**config.mk**
```make
export PLATFORM = sky130hd
export DESIGN_NAME = uart_tx_arbiter
export DESIGN_NICKNAME = d
export VERILOG_FILES = /design/src/rtl/uart_tx_arbiter.sv
export SDC_FILE = /design/constraint.sdc
export NUM_CORES = 1
export LEC_CHECK = 0
export CORE_ASPECT_RATIO = 0.5
export CORE_MARGIN = 5
export CORE_UTILIZATION = 30
export CTS_CLUSTER_DIAMETER = 80
export DETAILED_ROUTE_END_ITERATION = 7
export PLACE_DENSITY_LB_ADDON = 0.25
export SETUP_SLACK_MARGIN = 0.05
export SLEW_MARGIN = 20
export SYNTH_ARGS = -nofsm -noshare
export SYNTH_HDL_FRONTEND = slang
export SYNTH_SLANG_ARGS = --single-unit
```
**constraint.sdc**
```tcl
create_clock -name clk -period 1.7 [get_ports clk]
set_input_delay 0.255 -clock clk [delete_from_list [all_inputs] [get_ports clk]]
set_output_delay 0.255 -clock clk [all_outputs]
set_load 0.02 [all_outputs]
```
**src/rtl/uart_tx_arbiter.sv**
```systemverilog
// Round-robin arbiter feeding one UART transmitter; grant -> Din_valid in 2 edges, byte held until rd_EN.
// Bursts up to MAX_BURST bytes per grant before priority rotates past the granted requester.
module uart_tx_arbiter #(
  parameter int N_REQ     = 4,
  parameter int DATA_W    = 8,
  parameter int MAX_BURST = 4
) (
  input  logic                       clk,
  input  logic                       rst,
  input  logic [N_REQ-1:0]           req,
  input  logic [N_REQ*DATA_W-1:0]    req_data,
  output logic [N_REQ-1:0]           req_ack,
  output logic                       Din_valid,
  output logic [DATA_W-1:0]          data_in,
  input  logic                       rd_EN,
  output logic [$clog2(N_REQ)-1:0]   grant_id,
  output logic                       busy
);

  localparam int ID_W  = $clog2(N_REQ);
  localparam int CNT_W = $clog2(MAX_BURST + 1);

  typedef enum logic [1:0] {IDLE, LOAD, WAIT} state_t;

  state_t            state;
  logic [ID_W-1:0]   rr_ptr;
  logic [CNT_W-1:0]  burst_cnt;

  logic [ID_W-1:0]   arb_g;
  logic [ID_W:0]     idx_sum;
  logic [DATA_W-1:0] sel_data;
  logic [CNT_W-1:0]  burst_nxt;
  logic              burst_cont;
  logic [ID_W-1:0]   ptr_nxt;

  // First requesting index at or after rr_ptr, wrapping modulo N_REQ.
  always_comb begin
    arb_g   = rr_ptr;
    idx_sum = '0;
    for (int k = N_REQ - 1; k >= 0; k--) begin
      idx_sum = {1'b0, rr_ptr} + (ID_W+1)'(k);
      if (idx_sum >= (ID_W+1)'(N_REQ)) begin
        idx_sum = idx_sum - (ID_W+1)'(N_REQ);
      end
      if (req[idx_sum[ID_W-1:0]]) begin
        arb_g = idx_sum[ID_W-1:0];
      end
    end
  end

  always_comb begin
    sel_data = '0;
    for (int i = 0; i < N_REQ; i++) begin
      if (grant_id == ID_W'(i)) begin
        sel_data = req_data[i*DATA_W +: DATA_W];
      end
    end
  end

  assign burst_nxt  = burst_cnt + CNT_W'(1);
  assign burst_cont = req[grant_id] && (burst_nxt < CNT_W'(MAX_BURST));
  assign ptr_nxt    = (grant_id == ID_W'(N_REQ - 1)) ? '0 : grant_id + ID_W'(1);

  always_ff @(posedge clk) begin
    if (rst) begin
      state     <= IDLE;
      rr_ptr    <= '0;
      burst_cnt <= '0;
      req_ack   <= '0;
      Din_valid <= 1'b0;
      data_in   <= '0;
      grant_id  <= '0;
      busy      <= 1'b0;
    end else begin
      req_ack <= '0;
      case (state)
        IDLE: begin
          if (|req) begin
            grant_id  <= arb_g;
            burst_cnt <= '0;
            busy      <= 1'b1;
            state     <= LOAD;
          end
        end
        LOAD: begin
          data_in   <= sel_data;
          Din_valid <= 1'b1;
          req_ack   <= N_REQ'(1) << grant_id;
          state     <= WAIT;
        end
        WAIT: begin
          // req[g] is only looked at on the edge the transmitter takes the byte.
          if (rd_EN) begin
            Din_valid <= 1'b0;
            burst_cnt <= burst_nxt;
            if (burst_cont) begin
              state <= LOAD;
            end else begin
              rr_ptr <= ptr_nxt;
              busy   <= 1'b0;
              state  <= IDLE;
            end
          end
        end
        default: state <= IDLE;
      endcase
    end
  end

endmodule
```
==> results of run 1 <==
what timing repair did:
item                       in CTS  in global routing
gates resized for setup         2                  3
pin swaps                       0                  0
setup endpoints to repair       7                  5
hold buffers                    0                  0
gates cloned                    0                  0
through the flow:
step / hold slack (ns) / TNS, ns
floorplan: 0.410 / 0
global placement: 0.461 / -0.313
detailed placement: 0.498 / -0.622
CTS: 0.509 / 0
global route: 0.536 / 0
finish: 0.498 / 0
logic make-up after synthesis:
logic type / count (synthesis) / synth area share, %
AOI/OAI and AO/OA: 54 / 28.0
muxes: 3 / 3.37
and+or+nand+nor: 48 / 21.0
DFF: 23 / 35.4
buffers and inverters: 22 / 6.83
adders and majority gates: 5 / 4.81
xor gates and xnor gates: 1 / 0.673
metal layers:
| layer | routed length, um | vias to the layer above |
|---|---|---|
| met2 | 1840 | 32 |
| met1 | 1850 | 622 |
| met5 | 0 | - |
| li1 | - | 691 |
| met4 | 34 | 0 |
| met3 | 152 | 2 |
layout make-up:
class	count	area share, %
clock buffers	3	2.03
repair buffers	67	31.4
inverters	11	2.03
multi-input cells	111	37.9
well taps	54	3.33
clock inverters	1	0.370
flip-flops and latches	23	22.9
final timing paths:
path         slack [ns]   endpoint  depth (start not counted)   startpoint
max                0.09  rr_ptr[0]                          4       req[1]
max reg2reg        0.10  rr_ptr[0]                          3  grant_id[0]
min reg2reg        0.50       busy                          2         busy
min                0.50       busy                          2         busy
worst max-delay path, delay by kind of cell:
family	cells	cell delay [ns]
muxes	2	0.85
AOI/OAI and AO/OA	1	0.19
buffers and inverters	1	0.47
cell usage in the layout, fill, tap and decap left out, types with 8 or more instances in the layout:
| master | instances |
|---|---|
| a21oi_1 | 14 |
| o21ai_0 | 12 |
| a31oi_1 | 8 |
| a221o_1 | 8 |
| inv_1 | 11 |
| nand3b_1 | 9 |
| clkdlybuf4s50_1 | 54 |
| buf_4 | 13 |
| dfxtp_1 | 21 |
| nand2_1 | 13 |
Yosys cell counts, types with 2 or more instances:
library cell | number | area [um2]
a211o_1 | 2 | 17.5
nand3b_1 | 9 | 67.6
dfxtp_1 | 23 | 460
a31oi_1 | 8 | 50.1
buf_2 | 4 | 20.0
a221o_1 | 8 | 80.1
inv_1 | 11 | 41.3
o311ai_0 | 2 | 17.5
and3_1 | 4 | 25.0
clkbuf_1 | 5 | 18.8
nor2_1 | 4 | 15.0
nand2_1 | 13 | 48.8
nand2b_1 | 5 | 31.3
ha_1 | 5 | 62.6
a21oi_1 | 14 | 70.1
nor3_1 | 3 | 15.0
nor2b_1 | 3 | 18.8
o21ai_0 | 12 | 60.1
power groups by stage:
stage,Clock (mW),Combinational (mW),Sequential (mW)
finish,0.349,0.633,0.656
floorplan,0,0.280,0.713
global route,0.396,0.686,0.667
CTS,0.361,0.626,0.656
detailed placement,0,0.621,0.667
global placement,0,0.611,0.666
flip-flops by register name (all words and copies together) (netlist names):
register	count
busy	1
data_in	8
rr_ptr	2
Din_valid	1
req_ack	4
grant_id	2
burst_cnt	3
state	2
==> results.json, run 1 <==
{
  "rsz0062_at_grt": "true",
  "clk_pin_slew_ns": 0.09,
  "ios": 55,
  "netlist_area_mm2": 0.00130,
  "wirelength_um": 3870,
  "synthFlopType": "dfxtp_1",
  "cp.arrival_ns": 1.76,
  "finalCriticalPeriod_ns": 1.61,
  "synth_warnings": 0,
  "crit_fanout": 4,
  "place_congestion": 0.829,
  "die_h_um": 56.6,
  "antenna_found_initial": 0,
  "critPathMaxStageDelay_ns": 0.51,
  "io_buffers": 54,
  "avgSynthCellArea_um2": 8.34,
  "cts_buffers": 3,
  "ys_async_sr_fraction_pct": 0,
  "multi_input_area_um2": 769,
  "pwr-share-clk_pct": 21.3,
  "layout-drive-gt1-share_pct": 12.5,
  "seqPwrFrac_pct": 40.0,
  "worst_slack_ns": 0.0944,
  "grt_start_max_net_pins": 20,
  "maxSlewViolCount": 0,
  "status": "finished, final reports clean",
  "criticalPathCategory": "primary input to register",
  "worstPathCellList": "clkdlybuf4s50_1 -> mux4_2 -> a21oi_2 -> mux2_1",
  "drc": 0,
  "htreeDepth": 1,
  "coreArea_mm2": 0.00404,
  "synth-edff-count": 0,
  "gr-total-overflow": 0,
  "grt_pass1_vias": 1355,
  "worst_pin_slew_ns": 0.552,
  "fillers": 394,
  "p_sw_share_pct": 32.5,
  "num-nets-final": 261,
  "vias": 1347,
  "wl_per_cell_um": 14.3,
  "met1_usage_pct": 18.0,
  "post_cts_buffers": 0,
  "seq_area_um2": 465,
  "start_kind": "primary input",
  "grt_util_met3_pct": 3.71,
  "clockBufferDepth": 2,
  "maxCapViolCount": 0,
  "cts-root-buf": "clkbuf_8",
  "finalSetupViolCount": 0,
  "drt-pass1-iter-count": 4,
  "cp-end-kind": "register",
  "initial_core_util_pct": 32.2,
  "final_cell_area_mm2": 0.00203,
  "cts_tree": "yes",
  "ant_nets": 0,
  "dpl_cell_area_mm2": 0.00196,
  "drt_iter0_markers": 71,
  "fp.dieW_um": 103,
  "fin_crit_sh_pct": 94.4,
  "grt_use_total_pct": 14.0,
  "p_sw_mw": 0.533,
  "ys_seq_area_share_pct": 35.4,
  "fin_cells": 270,
  "finalHoldViolCount": 0,
  "total_power_mw": 1.64,
  "grt_pass1_wl_um": 6500,
  "crit_slowest_cell": "mux4_2",
  "syn_nets": 200,
  "ys_ff_latch": 23,
  "viasPerCell": 4.99,
  "grt_use_met2_pct": 22.7,
  "synth.distinct_cells": 39,
  "slew_headroom_pct": 63.2,
  "grt_busiest_layer": "met2",
  "finalClockSkew_ns": 0.00543,
  "leakage_nw": 0.795,
  "dieArea_mm2": 0.00583,
  "cts_sinks": 23,
  "syn_inst": 156,
  "intPower_mw": 1.10,
  "comb_power_share_pct": 38.7,
  "min_path_type": "register to register",
  "ir_drop_mv": 0.353,
  "power-per-cell-area_mw_per_mm2": 807,
  "worst_ep_required_time_ns": 1.86,
  "dp_slack_ns": -0.198,
  "area_growth_syn_to_layout_pct": 56.1,
  "num_antenna_cells": 0,
  "utilization_pct": 50.2,
  "dp.cells": 266,
  "std_cell_rows": 16,
  "fmax_ghz": 0.623,
  "clk_latency_ns": 0.27,
  "post-dp-hpwl_um": 3030
}
No activity file was read; power rests on OpenSTA's default activity.
==> run 2: changes to the inputs <==
--- a/config.mk
+++ b/config.mk
@@ -6,7 +6,6 @@
 export NUM_CORES = 1
 export LEC_CHECK = 0
 export CORE_ASPECT_RATIO = 0.5
-export CORE_MARGIN = 5
 export CORE_UTILIZATION = 30
 export CTS_CLUSTER_DIAMETER = 80
 export DETAILED_ROUTE_END_ITERATION = 7
@@ -16,3 +15,4 @@
 export SYNTH_ARGS = -nofsm -noshare
 export SYNTH_HDL_FRONTEND = slang
 export SYNTH_SLANG_ARGS = --single-unit
+export TNS_END_PERCENT = 50
==> run 2 against run 1 <==
Largest power group unchanged. Highest routed layer unchanged. Critical path type unchanged. First-iteration DRC count fell by 51%. Cell count is 0.37% higher. Via count fell by 0.45%. Critical endpoint unchanged. Sequential share of layout area shrank 0.067 points. Wire length is 9.1% lower. Maximum frequency fell by 0.66%.
==> results.json, run 2 (synthesis results as in run 1) <==
{
  "grt_pass1_vias": 1306,
  "multi_input_area_um2": 764,
  "maxSlewViolCount": 0,
  "utilization_pct": 50.3,
  "finalSetupViolCount": 0,
  "cts_tree": "yes",
  "comb_power_share_pct": 39.1,
  "layout_common_cells": "clkdlybuf4s50_1 (53), dfxtp_1 (21), a21oi_1 (14), buf_4 (14), nand2_1 (13)",
  "cts_buffers": 3,
  "drt_iter0_markers": 35,
  "die_h_um": 48.6,
  "finalHoldViolCount": 0,
  "grt_use_total_pct": 15.9,
  "final_cell_area_mm2": 0.00203,
  "clk_latency_ns": 0.26,
  "layout-drive-gt1-share_pct": 12.0,
  "finalClockSkew_ns": 0.00430,
  "top_regs": "data_in (8), req_ack (4), burst_cnt (3)",
  "fin_crit_sh_pct": 95.1,
  "std_cell_rows": 16,
  "ant_nets": 0,
  "worst_pin_slew_ns": 0.459,
  "leakage_nw": 0.805,
  "finalCriticalPeriod_ns": 1.62,
  "p_sw_mw": 0.502,
  "pwr-share-clk_pct": 20.4,
  "fillers": 383,
  "crit_fanout": 4,
  "clockBufferDepth": 2,
  "fmax_ghz": 0.619,
  "hold_slack_ns": 0.479,
  "gr-total-overflow": 0,
  "viasPerCell": 4.95,
  "power-per-cell-area_mw_per_mm2": 792,
  "wirelength_um": 3520,
  "status": "finished, final reports clean",
  "top_register": "data_in",
  "min_path_type": "register to register",
  "antenna_found_initial": 0,
  "ir_drop_mv": 0.401,
  "area_growth_syn_to_layout_pct": 55.7,
  "grt_pass1_wl_um": 5800,
  "cts-root-buf": "clkbuf_8",
  "grt_start_max_net_pins": 20,
  "seqPwrFrac_pct": 40.5,
  "seq_area_um2": 463,
  "p_sw_share_pct": 31.3,
  "cts_sinks": 23,
  "dpl_cell_area_mm2": 0.00197,
  "htreeDepth": 1,
  "maxCapViolCount": 0,
  "rsz0062_at_grt": "true",
  "intPower_mw": 1.10,
  "cp.arrival_ns": 1.77,
  "cp-end-kind": "register",
  "drc": 0,
  "fp.dieW_um": 95.1,
  "wl_per_cell_um": 13.0,
  "clk_pin_slew_ns": 0.08,
  "post-dp-hpwl_um": 2770,
  "initial_core_util_pct": 32.3,
  "dieArea_mm2": 0.00462,
  "coreArea_mm2": 0.00402,
  "layout_commonest_cell": "clkdlybuf4s50_1",
  "num_antenna_cells": 0,
  "post_cts_buffers": 0,
  "largest_reg_flops": 8,
  "vias": 1341,
  "worst_ep_required_time_ns": 1.85,
  "place_congestion": 0.779,
  "num-nets-final": 262,
  "drt-pass1-iter-count": 4,
  "ios": 55,
  "criticalPathCategory": "primary input to register",
  "slew_headroom_pct": 69.4,
  "reg2reg_slack_ns": 0.11,
  "io_buffers": 54,
  "start_kind": "primary input"
}
-- run 2: cell count changes in the layout (fill, tap and decap cells not counted), sizes merged --
cell / delta
clkinvlp: -1
buf: +1
clkbuf: +1
clkdlybuf4s50: -1
dlygate4sd2: +1
-- run 2: through the flow --
stage	worst slack (ns)	std cells	TNS [ns]	power [mW]
6_report	0.0838	271	0	1.60
5_1_grt	0.0486	271	0	1.71
4_1_cts	0.0420	271	0	1.62
3_5_place_dp	-0.203	267	-0.642	1.29
3_3_place_gp	-0.168	267	-0.558	1.28
2_1_floorplan	0.0869	156	0	0.993
-- run 2: layout make-up --
cell class | count | area share [%]
multi-input cells | 111 | 37.7
well taps | 54 | 3.34
flip-flops and latches | 23 | 22.9
clock buffers | 4 | 2.22
inverters | 11 | 2.04
repair buffers | 68 | 31.8
-- run 2: timing repair --
item | 4_1_cts | 5_1_grt
pin swaps | 0 | 0
hold endpoints to repair | 0 | 0
endpoints found under the setup margin | 2 | 9
gates resized for setup | 1 | 3
hold buffers | 0 | 0
-- run 2: power by group through the flow --
| stage | clock network, mW | logic (mW) | registers [mW] |
|---|---|---|---|
| after floorplan | 0 | 0.280 | 0.713 |
| after global placement | 0 | 0.619 | 0.660 |
| after detailed placement | 0 | 0.624 | 0.663 |
| after CTS | 0.343 | 0.626 | 0.651 |
| after global routing | 0.367 | 0.683 | 0.659 |
| final | 0.327 | 0.627 | 0.650 |
-- run 2: metal layers --
layer	routed length [um]	GRT usage [%]	vias to the layer above	share of wire, %
met2	1600	24.6	30	45
met4	11	2.27	0	0.31
li1	-	-	693	-
met3	112	3.30	2	3.2
met5	0	0	-	0
met1	1800	23.1	616	51
-- run 2: path summary, 6_finish.rpt --
check / end / cells past startpoint / startpoint
setup / recovery: rr_ptr[0] / 4 / req[0]
hold / removal: busy / 2 / busy
setup reg to reg: rr_ptr[0] / 3 / grant_id[0]
hold reg to reg: busy / 2 / busy
-- run 2: critical path, stage by stage --
cell and delay [ns]:
clkdlybuf4s50_1 0.46, mux4_2 0.52, a21oi_4 0.20, mux2_1 0.33
